[src/rtl/parking_gate_arbiter.sv]
// rtl/parking_gate_arbiter.sv - single-barrier parking gate arbiter with password entry
//
// Purpose: arbitrates one shared barrier between an entrance lane (password
// protected) and an exit lane, tracks lot occupancy and drives the lane LEDs.
// Every output comes straight from a flop; the next-cycle values are decoded
// from the next state so outputs change on the same edge as the state.
//
// Ports:
//   i_clk            clock, all state updates on its rising edge
//   i_reset          synchronous, active-high reset
//   i_entry_req      level, car at entrance sensor
//   i_exit_req       level, car at exit sensor
//   i_password       2-bit entry code, qualified by i_password_valid
//   i_password_valid one-cycle strobe for i_password
//   o_gate_open      barrier raised
//   o_entry_grant    one-cycle pulse, entrance lane granted
//   o_exit_grant     one-cycle pulse, exit lane granted
//   o_green_led      car may pass
//   o_red_led        stop / waiting / denied / lot full
//   o_occupancy      cars currently parked
//   o_full           occupancy == CAPACITY
//   o_empty          occupancy == 0
module parking_gate_arbiter #(
  parameter int unsigned CAPACITY    = 4,
  parameter logic [1:0]  PASSWORD    = 2'b11,
  parameter int unsigned OPEN_CYCLES = 8,
  parameter int unsigned PW_TIMEOUT  = 16
) (
  input  logic       i_clk,
  input  logic       i_reset,
  input  logic       i_entry_req,
  input  logic       i_exit_req,
  input  logic [1:0] i_password,
  input  logic       i_password_valid,
  output logic       o_gate_open,
  output logic       o_entry_grant,
  output logic       o_exit_grant,
  output logic       o_green_led,
  output logic       o_red_led,
  output logic [3:0] o_occupancy,
  output logic       o_full,
  output logic       o_empty
);

  typedef enum logic [2:0] {IDLE, PW_WAIT, OPEN_IN, OPEN_OUT, DENY} state_t;

  localparam logic [3:0] LP_CAP       = 4'(CAPACITY);
  // Timers count 0..N-1 inside a state; leaving happens on the edge that sees N-1.
  localparam logic [7:0] LP_OPEN_LAST = 8'(OPEN_CYCLES - 1);
  localparam logic [7:0] LP_PW_LAST   = 8'(PW_TIMEOUT - 1);

  state_t     r_state;
  logic [7:0] r_timer;
  logic [3:0] r_occupancy;
  logic       r_last_exit;   // 1: exit lane was served most recently
  logic       r_gate_open;
  logic       r_entry_grant;
  logic       r_exit_grant;
  logic       r_red_led;
  logic       r_full;
  logic       r_empty;

  state_t     w_next_state;
  logic [7:0] w_next_timer;
  logic [3:0] w_next_occ;
  logic       w_next_last_exit;
  logic       w_entry_grant;
  logic       w_exit_grant;
  logic       w_entry_valid;
  logic       w_exit_valid;
  logic       w_next_open;
  logic       w_next_full;
  logic       w_next_red;

  always_comb begin
    w_next_state     = r_state;
    w_next_timer     = r_timer;
    w_next_occ       = r_occupancy;
    w_next_last_exit = r_last_exit;
    w_entry_grant    = 1'b0;
    w_exit_grant     = 1'b0;
    // Gating on full/empty is what keeps occupancy inside 0..CAPACITY.
    w_entry_valid    = i_entry_req && (r_occupancy != LP_CAP);
    w_exit_valid     = i_exit_req && (r_occupancy != 4'd0);

    case (r_state)
      IDLE: begin
        w_next_timer = 8'd0;
        // On a tie the lane that was not served last wins.
        if (w_entry_valid && (!w_exit_valid || r_last_exit)) begin
          w_next_state     = PW_WAIT;
          w_entry_grant    = 1'b1;
          w_next_last_exit = 1'b0;
        end else if (w_exit_valid) begin
          w_next_state     = OPEN_OUT;
          w_exit_grant     = 1'b1;
          w_next_last_exit = 1'b1;
          w_next_occ       = r_occupancy - 4'd1;
        end
      end
      PW_WAIT: begin
        // A strobe on the final timeout edge still counts.
        if (i_password_valid) begin
          w_next_timer = 8'd0;
          if (i_password == PASSWORD) begin
            w_next_state = OPEN_IN;
            w_next_occ   = r_occupancy + 4'd1;
          end else begin
            w_next_state = DENY;
          end
        end else if (r_timer == LP_PW_LAST) begin
          w_next_state = IDLE;
          w_next_timer = 8'd0;
        end else begin
          w_next_timer = r_timer + 8'd1;
        end
      end
      OPEN_IN, OPEN_OUT, DENY: begin
        if (r_timer == LP_OPEN_LAST) begin
          w_next_state = IDLE;
          w_next_timer = 8'd0;
        end else begin
          w_next_timer = r_timer + 8'd1;
        end
      end
      default: begin
        w_next_state = IDLE;
        w_next_timer = 8'd0;
      end
    endcase

    w_next_open = (w_next_state == OPEN_IN) || (w_next_state == OPEN_OUT);
    w_next_full = (w_next_occ == LP_CAP);
    w_next_red  = (w_next_state == PW_WAIT) || (w_next_state == DENY) ||
                  ((w_next_state == IDLE) && w_next_full);
  end

  always_ff @(posedge i_clk) begin
    if (i_reset) begin
      r_state       <= IDLE;
      r_timer       <= 8'd0;
      r_occupancy   <= 4'd0;
      r_last_exit   <= 1'b1;
      r_gate_open   <= 1'b0;
      r_entry_grant <= 1'b0;
      r_exit_grant  <= 1'b0;
      r_red_led     <= 1'b0;
      r_full        <= 1'b0;
      r_empty       <= 1'b1;
    end else begin
      r_state       <= w_next_state;
      r_timer       <= w_next_timer;
      r_occupancy   <= w_next_occ;
      r_last_exit   <= w_next_last_exit;
      r_gate_open   <= w_next_open;
      r_entry_grant <= w_entry_grant;
      r_exit_grant  <= w_exit_grant;
      r_red_led     <= w_next_red;
      r_full        <= w_next_full;
      r_empty       <= (w_next_occ == 4'd0);
    end
  end

  // Green and gate share one flop, so they can never disagree, and red is
  // never set in the open states.
  assign o_gate_open   = r_gate_open;
  assign o_green_led   = r_gate_open;
  assign o_entry_grant = r_entry_grant;
  assign o_exit_grant  = r_exit_grant;
  assign o_red_led     = r_red_led;
  assign o_occupancy   = r_occupancy;
  assign o_full        = r_full;
  assign o_empty       = r_empty;

endmodule

[config.mk]
export PLATFORM = sky130hd
export DESIGN_NAME = parking_gate_arbiter
export DESIGN_NICKNAME = d
export VERILOG_FILES = /design/src/rtl/parking_gate_arbiter.sv
export SDC_FILE = /design/constraint.sdc
export NUM_CORES = 1
export LEC_CHECK = 0
export ABC_AREA = 1
export BUFFER_PORTS_ARGS = -buffer_cell sky130_fd_sc_hd__buf_2
export CORE_MARGIN = 5
export CORE_UTILIZATION = 50
export DETAILED_ROUTE_END_ITERATION = 8
export HOLD_SLACK_MARGIN = 0.12
export PLACE_DENSITY_LB_ADDON = 0.12
export SYNTH_ARGS = -nofsm -noshare
export SYNTH_HDL_FRONTEND = slang
export SYNTH_SLANG_ARGS = --single-unit
[constraint.sdc]
create_clock -name i_clk -period 1.95 [get_ports i_clk]
set_input_delay 0.195 -clock i_clk [delete_from_list [all_inputs] [get_ports i_clk]]
set_output_delay 0.195 -clock i_clk [all_outputs]
set_load 0.005 [all_outputs]
==> summary.json <==
{
  "place": {
    "worst_slack_after_detailed_placement_ps": 113.4,
    "gp_congestion": 0.9245,
    "io_buffer_count": 17,
    "detailed_place_hpwl_um": 2244,
    "placedCellCount": 223
  },
  "floorplanning": {
    "floorplan.die.width_um": 60.30,
    "rows": 18,
    "core_area_um2": 2455,
    "initial_core_util_pct": 51.53,
    "die_outline_area_um2": 3636,
    "top_level_ports": 18,
    "floorplan.die.height_um": 60.30
  },
  "global_routing": {
    "gr-usage-met1_pct": 22.60,
    "grt_max_degree": 14,
    "grt-busiest-layer": "met2",
    "grt_use_met3_pct": 2.592,
    "grt_pass1_vias": 1134,
    "grt-ovfl-total": 0,
    "use_met2_pct": 30.09,
    "global_route.usage.total_pct": 17.78,
    "grt_pass1_wl_um": 4940,
    "antenna_found_initial": 0
  },
  "setup_path": {
    "critPathLaunchType": "flip-flop",
    "critical_path_class": "reg -> reg",
    "timing.critical_path.to_type": "flip-flop",
    "reg2reg_depth": 11,
    "worst_ep_arrival_time_ps": 2040,
    "crit_chain": "inv_1 -> ha_1 -> nand3_1 -> nand2_1 -> inv_2 -> nand2_4 -> clkinv_2 -> nor3_2 -> nor3b_2 -> nand2_1 -> a21oi_2",
    "timing.critical_path.slowest_cell_delay_ps": 400,
    "cp_max_fo": 6,
    "top_cell_family_by_delay_on_the_critical_path": "simple AND/OR/NAND/NOR gates",
    "worstPathRequired_ps": 2210,
    "crit_slowest_cell": "sky130_fd_sc_hd__dfxtp_2",
    "crit_buf_inv": 3,
    "worstSetupPathDepth": 11,
    "critPathMostFrequentCell": "sky130_fd_sc_hd__nand2_1"
  },
  "pwr": {
    "seq_pwr_share_pct": 29.3,
    "fin_total_pwr_mw": 2.258,
    "power.internal_mw": 1.216,
    "combPwrFrac_pct": 55.2,
    "power.share.clock_pct": 15.6,
    "p_leak_nw": 0.7027,
    "switching_power_mw": 1.042,
    "powerDensity_nw_per_um2": 1577,
    "switching_share_pct": 46.14,
    "vdd_drop_max_uv": 1167
  },
  "yosys": {
    "synth_cells": 178,
    "synth.lib_cells_used.distinct": 31,
    "post_synth_instance_area_um2": 1265,
    "syn_area_per_cell_um2": 7.107,
    "synth_fp_nets": 188,
    "synth_top_family_by_area": "simple AND/OR/NAND/NOR gates",
    "yosys_warnings": 0,
    "seq_area_frac_synth_pct": 34.82,
    "yosys.area_share.adder_pct": 2.967,
    "synth_simple_gate_area_share_pct": 43.82,
    "synth_seq_cells": 22,
    "yosys-mux-area-fraction_pct": 0,
    "post_synth_xor_area_fraction_pct": 2.770,
    "synth_compound_area_share_pct": 6.034
  },
  "cts": {
    "cts.reportedPaths.clkPinSlew_ps": 130,
    "tritoncts_buffer_count": 3,
    "cts_hold_buf": 0,
    "cts_root_buf": "sky130_fd_sc_hd__clkbuf_4",
    "max-clock-path-buffers": 2,
    "tritoncts": "yes",
    "cts_sinks": 22,
    "htree_num_levels": 1,
    "clkLatencyLatePin_ps": 310
  },
  "finish": {
    "insertedDiodeCount": 0,
    "layoutNonFillerInstCount": 227,
    "area.growth.synth_to_final_pct": 13.16,
    "finish.net_count": 208,
    "drive_gt1_share_pct": 24.87
  },
  "detailed_routing": {
    "antenna_violating_nets_post_route": 0,
    "finalWirelength_um": 2867,
    "vias": 1161,
    "drt-wirelength-per-cell_um": 12.63,
    "dr.pass1.iters": 4,
    "post-route-drc-count": 0,
    "post_drt_via_cell_ratio": 5.115,
    "detailedRoute.firstIterationViolations": 37
  },
  "job": {
    "max-cap-violations": 0
  },
  "timing": {
    "finalMaxSlewViolations": 0,
    "post-route-min-period_ps": 1775,
    "finClkSkew_ps": 10.27,
    "max_clock_freq_mhz": 563.3,
    "grt_setup_unrepaired": "no",
    "setup_slack_ps": 174.8,
    "timing.slew.headroom_pct": 82.21,
    "timing.setup.tns_ps": 0,
    "setup_viol_count_final": 0,
    "report.final.hold_viol_count": 0,
    "layout_worst_path_cycle_share_pct": 91.03,
    "tightest_slew_ps": 265.7
  },
  "run_status": {
    "run_status": "finished clean"
  },
  "min_path": {
    "hold_class": "in -> reg",
    "hold_depth": 2
  }
}
## power by group through the flow
stage	clock network, mW	logic (mW)	registers, mW
after detailed placement	0	1.24	0.666
after CTS	0.360	1.25	0.658
after global routing	0.378	1.39	0.681
after global placement	0	1.22	0.665
final	0.352	1.25	0.660
after floorplan	0	0.946	0.659
## worst register-to-register path: stages (launching register included)
cell and delay (ps):
sky130_fd_sc_hd__dfxtp_2 400, sky130_fd_sc_hd__inv_1 100, sky130_fd_sc_hd__ha_1 280, sky130_fd_sc_hd__nand3_1 110
sky130_fd_sc_hd__nand2_1 80, sky130_fd_sc_hd__inv_2 90, sky130_fd_sc_hd__nand2_4 80, sky130_fd_sc_hd__clkinv_2 70
sky130_fd_sc_hd__nor3_2 50, sky130_fd_sc_hd__nor3b_2 260, sky130_fd_sc_hd__nand2_1 100, sky130_fd_sc_hd__a21oi_2 110
## layout make-up
| type | instances | area [um2] |
|---|---|---|
| clock inverters | 1 | 30.03 |
| multi-input cells | 126 | 703.2 |
| clock buffers | 3 | 22.52 |
| well taps | 30 | 37.54 |
| flip-flops and latches | 22 | 442.9 |
| inverters | 28 | 110.1 |
| repair buffers | 17 | 85.08 |
| fillers | 238 | 1023 |
## routing by layer
layer	vias up	share of wire (%)
met5	-	0
met2	34	46
li1	608	-
met3	7	5.1
met4	0	1.7
met1	512	47
## what timing repair did
action,CTS,global route
setup buffers,0,0
setup endpoints to repair,0,3
resized for setup,0,2
## layout by cell type, fill, tap and decap left out, types with 2 or more instances in the layout
cell                       netlist  routed
sky130_fd_sc_hd__buf_2           0      17
sky130_fd_sc_hd__nand3_2         3       3
sky130_fd_sc_hd__nand3_1        23      23
sky130_fd_sc_hd__a21oi_1         5       5
sky130_fd_sc_hd__xor2_1          4       4
sky130_fd_sc_hd__o21ai_0         3       3
sky130_fd_sc_hd__dfxtp_2         0       2
sky130_fd_sc_hd__nor3_1          4       4
sky130_fd_sc_hd__clkinv_2        2       2
sky130_fd_sc_hd__nand2_4         3       3
sky130_fd_sc_hd__inv_2           4       4
sky130_fd_sc_hd__nor2_2          3       3
sky130_fd_sc_hd__nand2_1        32      32
sky130_fd_sc_hd__ha_1            3       3
sky130_fd_sc_hd__nand4_1         2       2
sky130_fd_sc_hd__nand3b_1        2       2
sky130_fd_sc_hd__inv_1          21      21
sky130_fd_sc_hd__nand2_2         4       4
sky130_fd_sc_hd__dfxtp_1        22      20
sky130_fd_sc_hd__nand3_4         2       2
sky130_fd_sc_hd__nor4_1          2       2
sky130_fd_sc_hd__clkbuf_4        0       3
sky130_fd_sc_hd__nor2_1         23      23
## flip-flops by register name, summed over array words and instances (netlist names)
register       count
o_empty            1
o_entry_grant      1
o_exit_grant       1
o_red_led          1
r_state            3
o_gate_open        1
o_full             1
r_last_exit        1
o_occupancy        4
r_timer            8
## final timing paths
path / to / slack [ps] / from
setup / recovery: o_red_led$_SDFF_PP0_ / 170 / o_occupancy[0]$_SDFF_PP0_
hold / removal: r_state[2]$_SDFF_PP0_ / 210 / i_reset
setup reg to reg: o_red_led$_SDFF_PP0_ / 170 / o_occupancy[0]$_SDFF_PP0_
hold reg to reg: r_timer[0]$_SDFF_PP0_ / 470 / r_timer[0]$_SDFF_PP0_
## cell families (layout without fill, tap and decap cells)
group | after synthesis | after routing
simple gates | 106 | 106
buf+inv | 30 | 49
flops | 22 | 22
compound gates | 13 | 13
xor+xnor | 4 | 4
fa+ha+maj | 3 | 3
## per-stage QoR
step	utilization, %	hold slack, ps	instance area (um2)
final	58.31	212.0	1431
after global routing	58.31	227.9	1431
after CTS	58.21	213.0	1429
after detailed placement	56.07	459.5	1376
after global placement	56.07	457.5	1376
after floorplan	-	271.3	1265
## cells in the mapped netlist
master,n,share of area (%)
sky130_fd_sc_hd__buf_4,1,0.59
sky130_fd_sc_hd__o21ai_1,1,0.40
sky130_fd_sc_hd__a21oi_2,1,0.69
sky130_fd_sc_hd__dfxtp_1,22,35
sky130_fd_sc_hd__nor3_2,1,0.79
sky130_fd_sc_hd__o21ai_0,3,1.2
sky130_fd_sc_hd__inv_4,1,0.49
sky130_fd_sc_hd__nand3b_1,2,1.2
sky130_fd_sc_hd__a31oi_1,1,0.49
sky130_fd_sc_hd__inv_2,4,1.2
sky130_fd_sc_hd__nor3_1,4,1.6
sky130_fd_sc_hd__nand3_1,23,9.1
sky130_fd_sc_hd__nand2_2,4,2.0
sky130_fd_sc_hd__nor4_1,2,0.99
sky130_fd_sc_hd__o21bai_1,1,0.59
sky130_fd_sc_hd__nand4_1,2,0.99
sky130_fd_sc_hd__nand3_2,3,2.4
sky130_fd_sc_hd__nand2_4,3,2.7
sky130_fd_sc_hd__inv_1,21,6.2
sky130_fd_sc_hd__nor3b_1,1,0.59
sky130_fd_sc_hd__xor2_1,4,2.8
sky130_fd_sc_hd__nor3b_2,1,0.99
sky130_fd_sc_hd__clkbuf_1,1,0.30
sky130_fd_sc_hd__o21ai_2,1,0.69
sky130_fd_sc_hd__nor2_2,3,1.5
sky130_fd_sc_hd__nand2_1,32,9.5
sky130_fd_sc_hd__nor2_1,23,6.8
sky130_fd_sc_hd__nand3_4,2,2.8
sky130_fd_sc_hd__ha_1,3,3.0
sky130_fd_sc_hd__clkinv_2,2,0.79
sky130_fd_sc_hd__a21oi_1,5,2.0
Power figures use the tool's default switching activity.
